**src/rtl/seq_slice_adder.sv**
```systemverilog
// Multi-cycle adder/subtractor: one SLICE-bit ripple slice per clock, LSB first, with valid/ready on both sides.
// Define SEQ_SLICE_ADDER_SAT_EN to saturate S to the signed limit on overflow.
module seq_slice_adder #(
  parameter int WIDTH = 16,
  parameter int SLICE = 4
) (
  input  logic             clk,
  input  logic             rst,
  input  logic             in_valid,
  output logic             in_ready,
  input  logic [WIDTH-1:0] A,
  input  logic [WIDTH-1:0] B,
  input  logic             C_in,
  input  logic             sub,
  output logic             out_valid,
  input  logic             out_ready,
  output logic [WIDTH-1:0] S,
  output logic             C_out,
  output logic             V,
  output logic             Z
);

  localparam int NSL = WIDTH / SLICE;
  localparam int IW  = (NSL > 1) ? $clog2(NSL) : 1;

  typedef enum logic [1:0] {IDLE, RUN, DONE} state_t;

  state_t           state, state_next;
  logic [WIDTH-1:0] a_reg, b_reg, s_next;
  logic             carry;
  logic [IW-1:0]    idx;
  logic [SLICE:0]   slice_sum;
  logic             last_slice;
  logic             v_next;

  assign in_ready   = (state == IDLE);
  assign out_valid  = (state == DONE);
  assign last_slice = (idx == IW'(NSL - 1));

  // Carry into the MSB is recovered as a^b^s at that bit, so V needs no extra adder tap.
  always_comb begin
    // NOTE: every always_comb output gets a default first so no path can infer a latch.
    slice_sum = {1'b0, a_reg[idx*SLICE +: SLICE]}
              + {1'b0, b_reg[idx*SLICE +: SLICE]}
              + {{SLICE{1'b0}}, carry};
    s_next = S;
    s_next[idx*SLICE +: SLICE] = slice_sum[SLICE-1:0];
    v_next = a_reg[WIDTH-1] ^ b_reg[WIDTH-1] ^ s_next[WIDTH-1] ^ slice_sum[SLICE];
  end

  always_comb begin
    state_next = state;
    case (state)
      IDLE:    if (in_valid)   state_next = RUN;
      RUN:     if (last_slice) state_next = DONE;
      DONE:    if (out_ready)  state_next = IDLE;
      default: state_next = IDLE;
    endcase
  end

  always_ff @(posedge clk or posedge rst) begin
    // NOTE: sequential state uses non-blocking assignments so every register samples pre-edge values.
    if (rst) state <= IDLE;
    else     state <= state_next;
  end

  always_ff @(posedge clk or posedge rst) begin
    if (rst) begin
      a_reg <= '0;
      b_reg <= '0;
      carry <= 1'b0;
      idx   <= '0;
      S     <= '0;
      C_out <= 1'b0;
      V     <= 1'b0;
      Z     <= 1'b0;
    end else begin
      case (state)
        IDLE: if (in_valid) begin
          a_reg <= A;
          b_reg <= sub ? ~B : B;
          carry <= sub ? ~C_in : C_in;
          idx   <= '0;
        end
        RUN: begin
          S     <= s_next;
          carry <= slice_sum[SLICE];
          idx   <= idx + 1'b1;
          if (last_slice) begin
            C_out <= slice_sum[SLICE];
            V     <= v_next;
            Z     <= (s_next == '0);
`ifdef SEQ_SLICE_ADDER_SAT_EN
            if (v_next)
              S <= a_reg[WIDTH-1] ? {1'b1, {(WIDTH-1){1'b0}}} : {1'b0, {(WIDTH-1){1'b1}}};
`endif
          end
        end
        default: ;
      endcase
    end
  end

endmodule

```
**config.mk**
```make
export PLATFORM = sky130hd
export DESIGN_NAME = seq_slice_adder
export DESIGN_NICKNAME = d
export VERILOG_FILES = /design/src/rtl/seq_slice_adder.sv
export SDC_FILE = /design/constraint.sdc
export NUM_CORES = 1
export LEC_CHECK = 0
export ABC_CLOCK_PERIOD_IN_PS = 3250
export BUFFER_PORTS_ARGS = -buffer_cell sky130_fd_sc_hd__buf_2
export CAP_MARGIN = 20
export CELL_PAD_IN_SITES_DETAIL_PLACEMENT = 0
export CELL_PAD_IN_SITES_GLOBAL_PLACEMENT = 1
export CORE_MARGIN = 1
export CORE_UTILIZATION = 42
export DETAILED_ROUTE_END_ITERATION = 7
export GPL_ROUTABILITY_DRIVEN = 0
export GPL_TIMING_DRIVEN = 0
export PLACE_DENSITY_LB_ADDON = 0.1
export RECOVER_POWER = 25
export SLEW_MARGIN = 20
export SYNTH_ARGS = -nofsm -noshare
export SYNTH_HDL_FRONTEND = slang
export SYNTH_SLANG_ARGS = --single-unit
```
**constraint.sdc**
```tcl
create_clock -name clk -period 3.25 [get_ports clk]
set_input_delay 0.325 -clock clk [delete_from_list [all_inputs] [get_ports clk]]
set_output_delay 0.325 -clock clk [all_outputs]
set_load 0.03 [all_outputs]
```
==> run_results.csv, run 1 <==
group,metric,value,unit
synth,syn_inst,271,
synth,syn_nets,320,
cts,h-tree-depth,2,
final_layout,drive_above_1_share,23.8,%
final_layout,area_growth,17.1,%
synth,synth-xor-area-share,6.58,%
synth,synth-edff-count,0,
synth,synth_top_family_by_area,"simple AND/OR/NAND/NOR gates",
cts,path_clk_slew,0.10,ns
synth,yosysSeqAreaShare,50.2,%
critical_path,required,3.45,ns
die,die_w,83.6,um
critical_path,arrival,3.21,ns
cts,cts_sinks,56,
global_routing,grt_util_met3,3.17,%
global_routing,gr-usage-met1,25.4,%
placed_design,post-dp-hpwl,4260,um
global_routing,grt-busiest-layer,"met2",
drt,routedWlPerCell,14.2,um
timing,clock_skew,0.00491,ns
synth,synthMuxAreaShare,6.45,%
global_routing,grt_pass1_wl,10200,um
synth,synthFlopType,"dfrtp_1",
die,die_area,6980,um2
critical_path,r2r_cells,8,
synth,yosysUniqueCellTypes,33,
power,net-switching-power,1.59,mW
critical_path,crit_chain,"clkbuf_4 -> mux4_2 -> fa_1 -> and3_1 -> or3_4 -> a32oi_2 -> xnor2_1 -> o21ai_1",
global_routing,grt_pass1_vias,2107,
timing,setup_viol,0,
power,internal_power,1.94,mW
timing,finalCritPeriodShare,92.8,%
die,core,6390,um2
die,die_h,83.6,um
drt,route.detailed.drc,0,
drt,totalWireLength,5880,um
run,drv_cap,1,
cts,cts_tree,"built",
synth,yosys.area_share.simple,16.3,%
cts,clock-root-buffer,"clkbuf_8",
drt,num_vias,2095,
drt,detail_route.first_pass.iterations,4,
timing,rsz0062_at_grt,"false",
power,pwr-share-comb,55.7,%
placed_design,placed_cell_area,3180,um2
timing,post-route-min-period,3.01,ns
synth,synth_compound_area_share,11.9,%
cts,cts_hold_buf,0,
cts,cts_buffers,5,
cts,clock_latency,0.31,ns
final_layout,fin_area,3270,um2
global_routing,antenna_found_initial,0,
synth,yosys_warnings,0,
power,power,3.53,mW
synth,synth_area,2790,um2
timing,fmax,332,MHz
drt,drt_iter0_drc,76,
critical_path,crit_fanout,10,
min_path,hold-path-cell-count,2,
power,p_clk_share,11.2,%
power,p_per_area,1080,nW/um2
global_routing,grt_max_degree,57,
timing,fin_tns_setup,0,ns
synth,async_reset_ff_share,100,%
power,leakage,1.63,nW
timing,drv_slew,57,
placed_design,numPortBuffers,57,
final_layout,nets,384,
power,switching_share,44.9,%
critical_path,slowest_delay,0.57,ns
outcome,violations,"max-capacitance violations, max-slew violations",
power,sequentialPowerShare,33.2,%
timing,hold_viol_final,0,
cts,clockBufferDepth,2,
critical_path,endpoint_kind,"register",
drt,drtAntennaViolNets,0,
power,peakVddDrop,0.000458,V
global_routing,use_met2,30.4,%
die,initial_utilization,43.8,%
final_layout,finish.utilization,51.2,%
die,row_count,29,
placed_design,dp.cells,405,
min_path,hold_path_class,"in -> reg",
synth,avgSynthCellArea,10.3,um2
synth,ys_ff_latch,56,
global_routing,grt_overflow,0,
timing,slew_headroom,-38.9,%
die,io_pins,59,
critical_path,setup.worst_path.class,"reg -> reg",
synth,synth-adder-area-share,5.46,%
drt,via_per_inst,5.07,
critical_path,critPathSlowestCell,"mux4_2",
final_layout,final_cells,413,
timing,max_slew.worst_pin.slew,2.08,ns
critical_path,cp-start-kind,"register",
outcome,outcome,"finished, violations left",
global_routing,track_usage,18.6,%
final_layout,diodes,0,
==> worst max-delay path, delay by kind of cell, from the launching register on <==
family,cells,cell delay (ns)
and+or+nand+nor,2,0.58
muxes,1,0.57
DFF,1,0.53
adders and majority gates,1,0.43
buffers and inverters,1,0.34
AOI/OAI and AO/OA,2,0.30
xor gates and xnor gates,1,0.15
==> what timing repair did <==
item,in CTS,in global routing
setup buffers,0,0
resized for setup,0,1
endpoints found under the setup margin,0,4
==> kinds of logic (layout without fill, tap and decap cells) <==
family | Yosys count | count (layout)
XOR/XNOR | 21 | 21
AND/OR/NAND/NOR | 105 | 105
multiplexers | 8 | 8
flip-flops | 56 | 56
AO/OA/AOI/OAI | 48 | 48
buffers and inverters | 22 | 87
adder cells (fa/ha/maj) | 11 | 11
==> per-stage QoR <==
stage               hold slack (ns)  setup slack, ns
floorplan                     0.430            0.480
global placement              0.455            0.165
detailed placement            0.461            0.145
CTS                           0.150            0.126
global route                  0.183           0.0302
finish                        0.195            0.236
==> path summary, 6_finish.rpt <==
check | startpoint | end | slack [ns]
worst min-delay path | out_ready | state[1]$_DFFE_PP0P_ | 0.19
worst min register to register | a_reg[13]$_DFFE_PP0P_ | a_reg[13]$_DFFE_PP0P_ | 0.48
worst max-delay path | idx[0]$_DFFE_PP0P_ | V$_DFFE_PP0P_ | 0.24
max in group asynchronous | rst | b_reg[15]$_DFFE_PP0P_ | 1.36
min in group asynchronous | rst | a_reg[0]$_DFFE_PP0P_ | 0.69
worst max register to register | idx[0]$_DFFE_PP0P_ | V$_DFFE_PP0P_ | 0.24
==> cell type report <==
type | count | area, um2
buffer | 13 | 56.3
sequential | 56 | 1400
multi-input combinational | 193 | 1310
fill | 642 | 3120
clock buffer | 6 | 82.6
inverter | 9 | 33.8
clock inverter | 2 | 10.0
tap | 77 | 96.3
timing repair buffer | 57 | 285
==> cell usage after synthesis, types with 2 or more instances <==
master	n	area share, %
nand2_1	78	10
dfrtp_1	56	50
o21ai_0	23	4.1
xnor2_1	20	6.3
a22o_1	11	3.4
clkbuf_1	9	1.2
ha_1	9	4.0
inv_1	9	1.2
nor2_1	9	1.2
mux4_2	8	6.4
a32o_1	4	1.4
buf_2	4	0.72
nand2b_1	4	0.90
nor4_1	4	0.90
fa_1	2	1.4
nand3_1	2	0.36
nor3_1	2	0.36
o31ai_1	2	0.54
==> routing by layer <==
layer / up-vias / part of all wire [%]
met3: 6 / 3.7
met1: 988 / 49
met4: 0 / 1.2
met5: - / 0
li1: 1046 / -
met2: 55 / 46
==> layout by cell type (no fill, tap or decap), types with 4 or more instances in the layout <==
cell type	instances
clkbuf_8	6
nand2b_1	4
clkbuf_1	9
nand2_1	78
dfrtp_1	56
xnor2_1	20
a22o_1	11
inv_1	9
nor4_1	4
ha_1	9
mux4_2	8
o21ai_0	23
a32o_1	4
nor2_1	9
buf_2	60
==> power groups by stage <==
stage | sequential [mW] | combinational, mW | clock [mW]
2_1_floorplan | 1.28 | 1.36 | 0
3_3_place_gp | 1.18 | 1.97 | 0
3_5_place_dp | 1.18 | 1.99 | 0
4_1_cts | 1.17 | 2.00 | 0.408
5_1_grt | 1.21 | 2.21 | 0.439
6_report | 1.17 | 1.97 | 0.394
Power figures use the tool's default switching activity.
==> run 2: changes to the inputs <==
--- a/config.mk
+++ b/config.mk
@@ -15,6 +15,8 @@
 export DETAILED_ROUTE_END_ITERATION = 7
 export GPL_ROUTABILITY_DRIVEN = 0
 export GPL_TIMING_DRIVEN = 0
+export HOLD_SLACK_MARGIN = 0.02
+export MAX_ROUTING_LAYER = met4
 export PLACE_DENSITY_LB_ADDON = 0.1
 export RECOVER_POWER = 25
 export SLEW_MARGIN = 20
==> run_results.csv, run 2 (synthesized netlist as in run 1, its figures left out) <==
group,metric,value,unit
placed_design,pre_cts_slack,0.145,ns
outcome,violations,"max-capacitance violations, max-slew violations",
placed_design,post-dp-hpwl,4260,um
final_layout,final_cell_mix,"78 x nand2_1, 60 x buf_2, 56 x dfrtp_1, 23 x o21ai_0, 20 x xnor2_1",
final_layout,final_common_cell,"nand2_1",
cts,clock-root-buffer,"clkbuf_8",
drt,detail_route.first_pass.iterations,4,
critical_path,crit_fanout,10,
final_layout,drive_above_1_share,23.8,%
timing,max_slew.worst_pin.slew,2.08,ns
final_layout,nets,384,
timing,finalCritPeriodShare,92.6,%
global_routing,grt_pass1_wl,10200,um
critical_path,cp-start-kind,"register",
die,die_h,83.6,um
drt,num_vias,2084,
critical_path,crit_chain,"clkbuf_4 -> mux4_2 -> fa_1 -> and3_1 -> or3_4 -> a32oi_2 -> xnor2_1 -> o21ai_1",
power,p_per_area,1080,nW/um2
final_layout,diodes,0,
timing,drv_slew,57,
critical_path,required,3.45,ns
drt,drt_iter0_drc,82,
cts,h-tree-depth,2,
timing,hold_viol_final,0,
critical_path,arrival,3.21,ns
die,die_w,83.6,um
timing,clock_skew,0.00513,ns
global_routing,grt_overflow,0,
global_routing,grt_max_degree,57,
die,initial_utilization,43.8,%
cts,post_cts_buffers,0,
critical_path,endpoint_kind,"register",
timing,slew_headroom,-38.8,%
cts,cts_sinks,56,
cts,cts_buffers,5,
drt,via_per_inst,5.05,
die,core,6390,um2
timing,fmax,332,MHz
die,io_pins,59,
global_routing,grt_pass1_vias,2105,
critical_path,crit_family,"simple AND/OR/NAND/NOR gates",
drt,totalWireLength,5860,um
run,drv_cap,1,
drt,route.detailed.drc,0,
drt,drtAntennaViolNets,0,
critical_path,critPathSlowestCell,"mux4_2",
critical_path,setup.worst_path.class,"reg -> reg",
cts,clock_latency,0.31,ns
global_routing,grt-busiest-layer,"met2",
final_layout,n_fill_cell,642,
critical_path,path_buf_inv,1,
drt,routedWlPerCell,14.2,um
timing,worst_slack,0.240,ns
placed_design,numPortBuffers,57,
cts,clockBufferDepth,2,
critical_path,slowest_delay,0.57,ns
power,leakage,1.63,nW
power,peakVddDrop,0.000458,V
outcome,outcome,"finished, violations left",
global_routing,use_met2,30.3,%
min_path,hold_path_class,"in -> reg",
timing,fin_tns_setup,0,ns
timing,setup_viol,0,
die,die_area,6980,um2
timing,post-route-min-period,3.01,ns
final_layout,area_growth,17.1,%
global_routing,gr-usage-met1,25.5,%
global_routing,track_usage,19.1,%
cts,path_clk_slew,0.10,ns
cts,cts_tree,"built",
timing,rsz0062_at_grt,"false",
die,row_count,29,
global_routing,grt_util_met3,3.07,%
global_routing,antenna_found_initial,0,
[run 2: cell counts in the layout (fill, tap and decap cells not counted)]
No cell type changed its count.
[run 2: what timing repair did]
item,CTS,global route
gates resized for setup,0,1
setup endpoints to repair,0,4
hold buffers,0,0
[run 2: path summary, 6_finish.rpt]
check | from | slack, ns | endpoint | cells after the start
worst max-delay path | idx[0]$_DFFE_PP0P_ | 0.24 | V$_DFFE_PP0P_ | 8
worst max register to register | idx[0]$_DFFE_PP0P_ | 0.24 | V$_DFFE_PP0P_ | 8
worst min-delay path | out_ready | 0.19 | state[1]$_DFFE_PP0P_ | 2
min in group asynchronous | rst | 0.69 | a_reg[0]$_DFFE_PP0P_ | 2
max in group asynchronous | rst | 1.36 | b_reg[1]$_DFFE_PP0P_ | 2
worst min register to register | a_reg[13]$_DFFE_PP0P_ | 0.48 | a_reg[13]$_DFFE_PP0P_ | 2
[run 2: final cells by class]
class / count / area [um2] / area share [%]
clock buffers: 6 / 82.6 / 2.52
well taps: 77 / 96.3 / 2.95
inverters: 9 / 33.8 / 1.03
repair buffers: 57 / 285 / 8.72
flip-flops and latches: 56 / 1400 / 42.8
clock inverters: 2 / 10.0 / 0.306
plain buffers: 13 / 56.3 / 1.72
multi-input cells: 193 / 1310 / 39.9
[run 2: where the power goes]
group	internal, mW	switching, mW	total [mW]	leakage (nW)
Clock	0.171	0.223	0.393	0.0510
Sequential	0.987	0.185	1.17	0.718
Combinational	0.786	1.18	1.97	0.863
[run 2: layer usage]
metal	vias to the layer above	wire length, um	part of all wire (%)
li1	1048	-	-
met1	983	2890	49
met2	47	2700	46
met3	6	201	3.4
met4	0	71	1.2
met5	-	0	0
[run 2: per-stage QoR]
step | cells | hold WS [ns] | power (mW) | area, um2 | utilization [%]
finish | 413 | 0.195 | 3.53 | 3270 | 51.2
floorplan | 271 | 0.430 | 2.64 | 2790 | -
detailed placement | 405 | 0.461 | 3.18 | 3180 | 49.8
global placement | 405 | 0.455 | 3.15 | 3180 | 49.7
CTS | 413 | 0.150 | 3.58 | 3270 | 51.2
global route | 413 | 0.183 | 3.87 | 3270 | 51.2
==> run 3: changes to the inputs <==
--- a/config.mk
+++ b/config.mk
@@ -10,6 +10,7 @@
 export CAP_MARGIN = 20
 export CELL_PAD_IN_SITES_DETAIL_PLACEMENT = 0
 export CELL_PAD_IN_SITES_GLOBAL_PLACEMENT = 1
+export CORE_ASPECT_RATIO = 0.7
 export CORE_MARGIN = 1
 export CORE_UTILIZATION = 42
 export DETAILED_ROUTE_END_ITERATION = 7
==> run_results.csv, run 3 (synthesized netlist as in run 1, its figures left out) <==
group,metric,value,unit
outcome,outcome,"finished, violations left",
outcome,violations,"max-capacitance violations, max-slew violations",
die,io_pins,59,
global_routing,grt_pass1_wl,10700,um
min_path,hold_path_class,"in -> reg",
drt,detail_route.first_pass.iterations,4,
drt,drt_iter0_drc,81,
timing,hold_viol_final,0,
cts,clock-root-buffer,"clkbuf_8",
final_layout,diodes,0,
critical_path,arrival,3.13,ns
die,core,6340,um2
placed_design,post-dp-hpwl,4680,um
drt,routedWlPerCell,14.8,um
power,p_per_area,1100,nW/um2
global_routing,grt_max_degree,57,
critical_path,setup.worst_path.class,"reg -> reg",
final_layout,finish.utilization,52.4,%
critical_path,r2r_cells,8,
cts,cts_buffers,5,
critical_path,required,3.44,ns
critical_path,endpoint_kind,"register",
die,die_area,6990,um2
drt,route.detailed.drc,0,
timing,clock_skew,0.0107,ns
die,initial_utilization,44.1,%
power,peakVddDrop,0.000401,V
min_path,hold_end,"a_reg[1]$_DFFE_PP0P_",
drt,num_vias,2096,
cts,post_cts_buffers,0,
cts,clockBufferDepth,2,
die,die_h,70.2,um
timing,rsz0062_at_grt,"false",
cts,path_clk_slew,0.10,ns
final_layout,drive_above_1_share,24.4,%
placed_design,numPortBuffers,57,
timing,finalCritPeriodShare,90.6,%
timing,drv_slew,57,
timing,fmax,339,MHz
critical_path,crit_fanout,10,
cts,clock_latency,0.31,ns
final_layout,final_common_cell,"nand2_1",
critical_path,cp-start-kind,"register",
cts,cts_sinks,56,
global_routing,grt_overflow,0,
timing,slew_headroom,-66.3,%
critical_path,reg2reg_slack,0.30,ns
final_layout,nets,384,
global_routing,antenna_found_initial,0,
timing,setup_viol,0,
critical_path,r2r_end,"V$_DFFE_PP0P_",
global_routing,grt_pass1_vias,2124,
timing,post-route-min-period,2.95,ns
power,leakage,1.64,nW
min_path,hp-start,"A[1]",
cts,h-tree-depth,2,
final_layout,n_fill_cell,604,
cts,cts_tree,"built",
drt,totalWireLength,6310,um
timing,fin_tns_setup,0,ns
critical_path,reg2reg_from,"idx[0]$_DFFE_PP0P_",
die,die_w,99.5,um
drt,via_per_inst,4.91,
drt,drtAntennaViolNets,0,
timing,max_slew.worst_pin.slew,2.48,ns
final_layout,area_growth,18.8,%
min_path,hold-path-cell-count,3,
final_layout,final_cell_mix,"78 x nand2_1, 60 x buf_2, 55 x dfrtp_1, 23 x o21ai_0, 20 x xnor2_1",
run,drv_cap,1,
die,row_count,24,
global_routing,track_usage,20.6,%
## run 3: changes by cell type in the layout (fill, tap and decap cells not counted), sizes merged
cell      change
bufinv        +1
clkinv        -1
clkinvlp      +1
inv           -1
## run 3: per-stage QoR
| stage | cell area [um2] | cells | setup slack, ns | hold slack, ns | total power [mW] |
|---|---|---|---|---|---|
| 3_3_place_gp | 3190 | 419 | 0.157 | 0.453 | 3.18 |
| 4_1_cts | 3320 | 427 | 0.0977 | 0.149 | 3.70 |
| 2_1_floorplan | 2790 | 271 | 0.480 | 0.430 | 2.64 |
| 5_1_grt | 3320 | 427 | 0.112 | 0.203 | 3.98 |
| 3_5_place_dp | 3200 | 419 | 0.141 | 0.459 | 3.21 |
| 6_report | 3320 | 427 | 0.304 | 0.195 | 3.66 |
## run 3: report_power, final
part | internal [mW] | total (mW) | switching [mW]
combinational | 0.789 | 2.00 | 1.21
clock | 0.252 | 0.477 | 0.224
sequential | 0.989 | 1.19 | 0.198
## run 3: how the worst max path moves through the flow
| stage | endpoint | start | slack (ns) | depth (start not counted) |
|---|---|---|---|---|
| floorplan | V$_DFFE_PP0P_ | idx[0]$_DFFE_PP0P_ | 0.48 | 8 |
| CTS | V$_DFFE_PP0P_ | idx[0]$_DFFE_PP0P_ | 0.1 | 8 |
| finish | V$_DFFE_PP0P_ | idx[0]$_DFFE_PP0P_ | 0.30 | 8 |
| global route | V$_DFFE_PP0P_ | idx[0]$_DFFE_PP0P_ | 0.11 | 10 |
| global placement | V$_DFFE_PP0P_ | idx[0]$_DFFE_PP0P_ | 0.16 | 8 |
| detailed placement | V$_DFFE_PP0P_ | idx[0]$_DFFE_PP0P_ | 0.14 | 8 |
## run 3: worst max-delay path, stage by stage, from the launching register on
cell and delay (ns):
dfrtp_2 0.48, clkbuf_4 0.30, mux4_2 0.57, fa_1 0.43, and3_1 0.20, or3_4 0.37, a32oi_2 0.24, xnor2_1 0.16
o21ai_1 0.08
## run 3: metal layers
| layer | GRT usage (%) | vias to the layer above | part of all wire (%) |
|---|---|---|---|
| met1 | 32.3 | 996 | 53 |
| li1 | - | 1048 | - |
| met2 | 27.9 | 48 | 41 |
| met4 | 3.43 | 0 | 0.68 |
| met3 | 3.80 | 4 | 4.9 |
| met5 | - | - | 0 |
## run 3: what timing repair did
| action | in CTS | in global routing |
|---|---|---|
| hold buffers | 0 | 0 |
| setup endpoints to repair | 0 | 9 |
| gates resized for setup | 0 | 2 |
## run 3: final cells by class
type | count | area, um2 | area share (%)
inverters | 9 | 35.0 | 1.06
clock buffers | 6 | 82.6 | 2.49
flip-flops and latches | 56 | 1400 | 42.3
multi-input cells | 193 | 1310 | 39.3
clock inverters | 2 | 38.8 | 1.17
well taps | 91 | 114 | 3.43
plain buffers | 13 | 56.3 | 1.70
repair buffers | 57 | 285 | 8.59
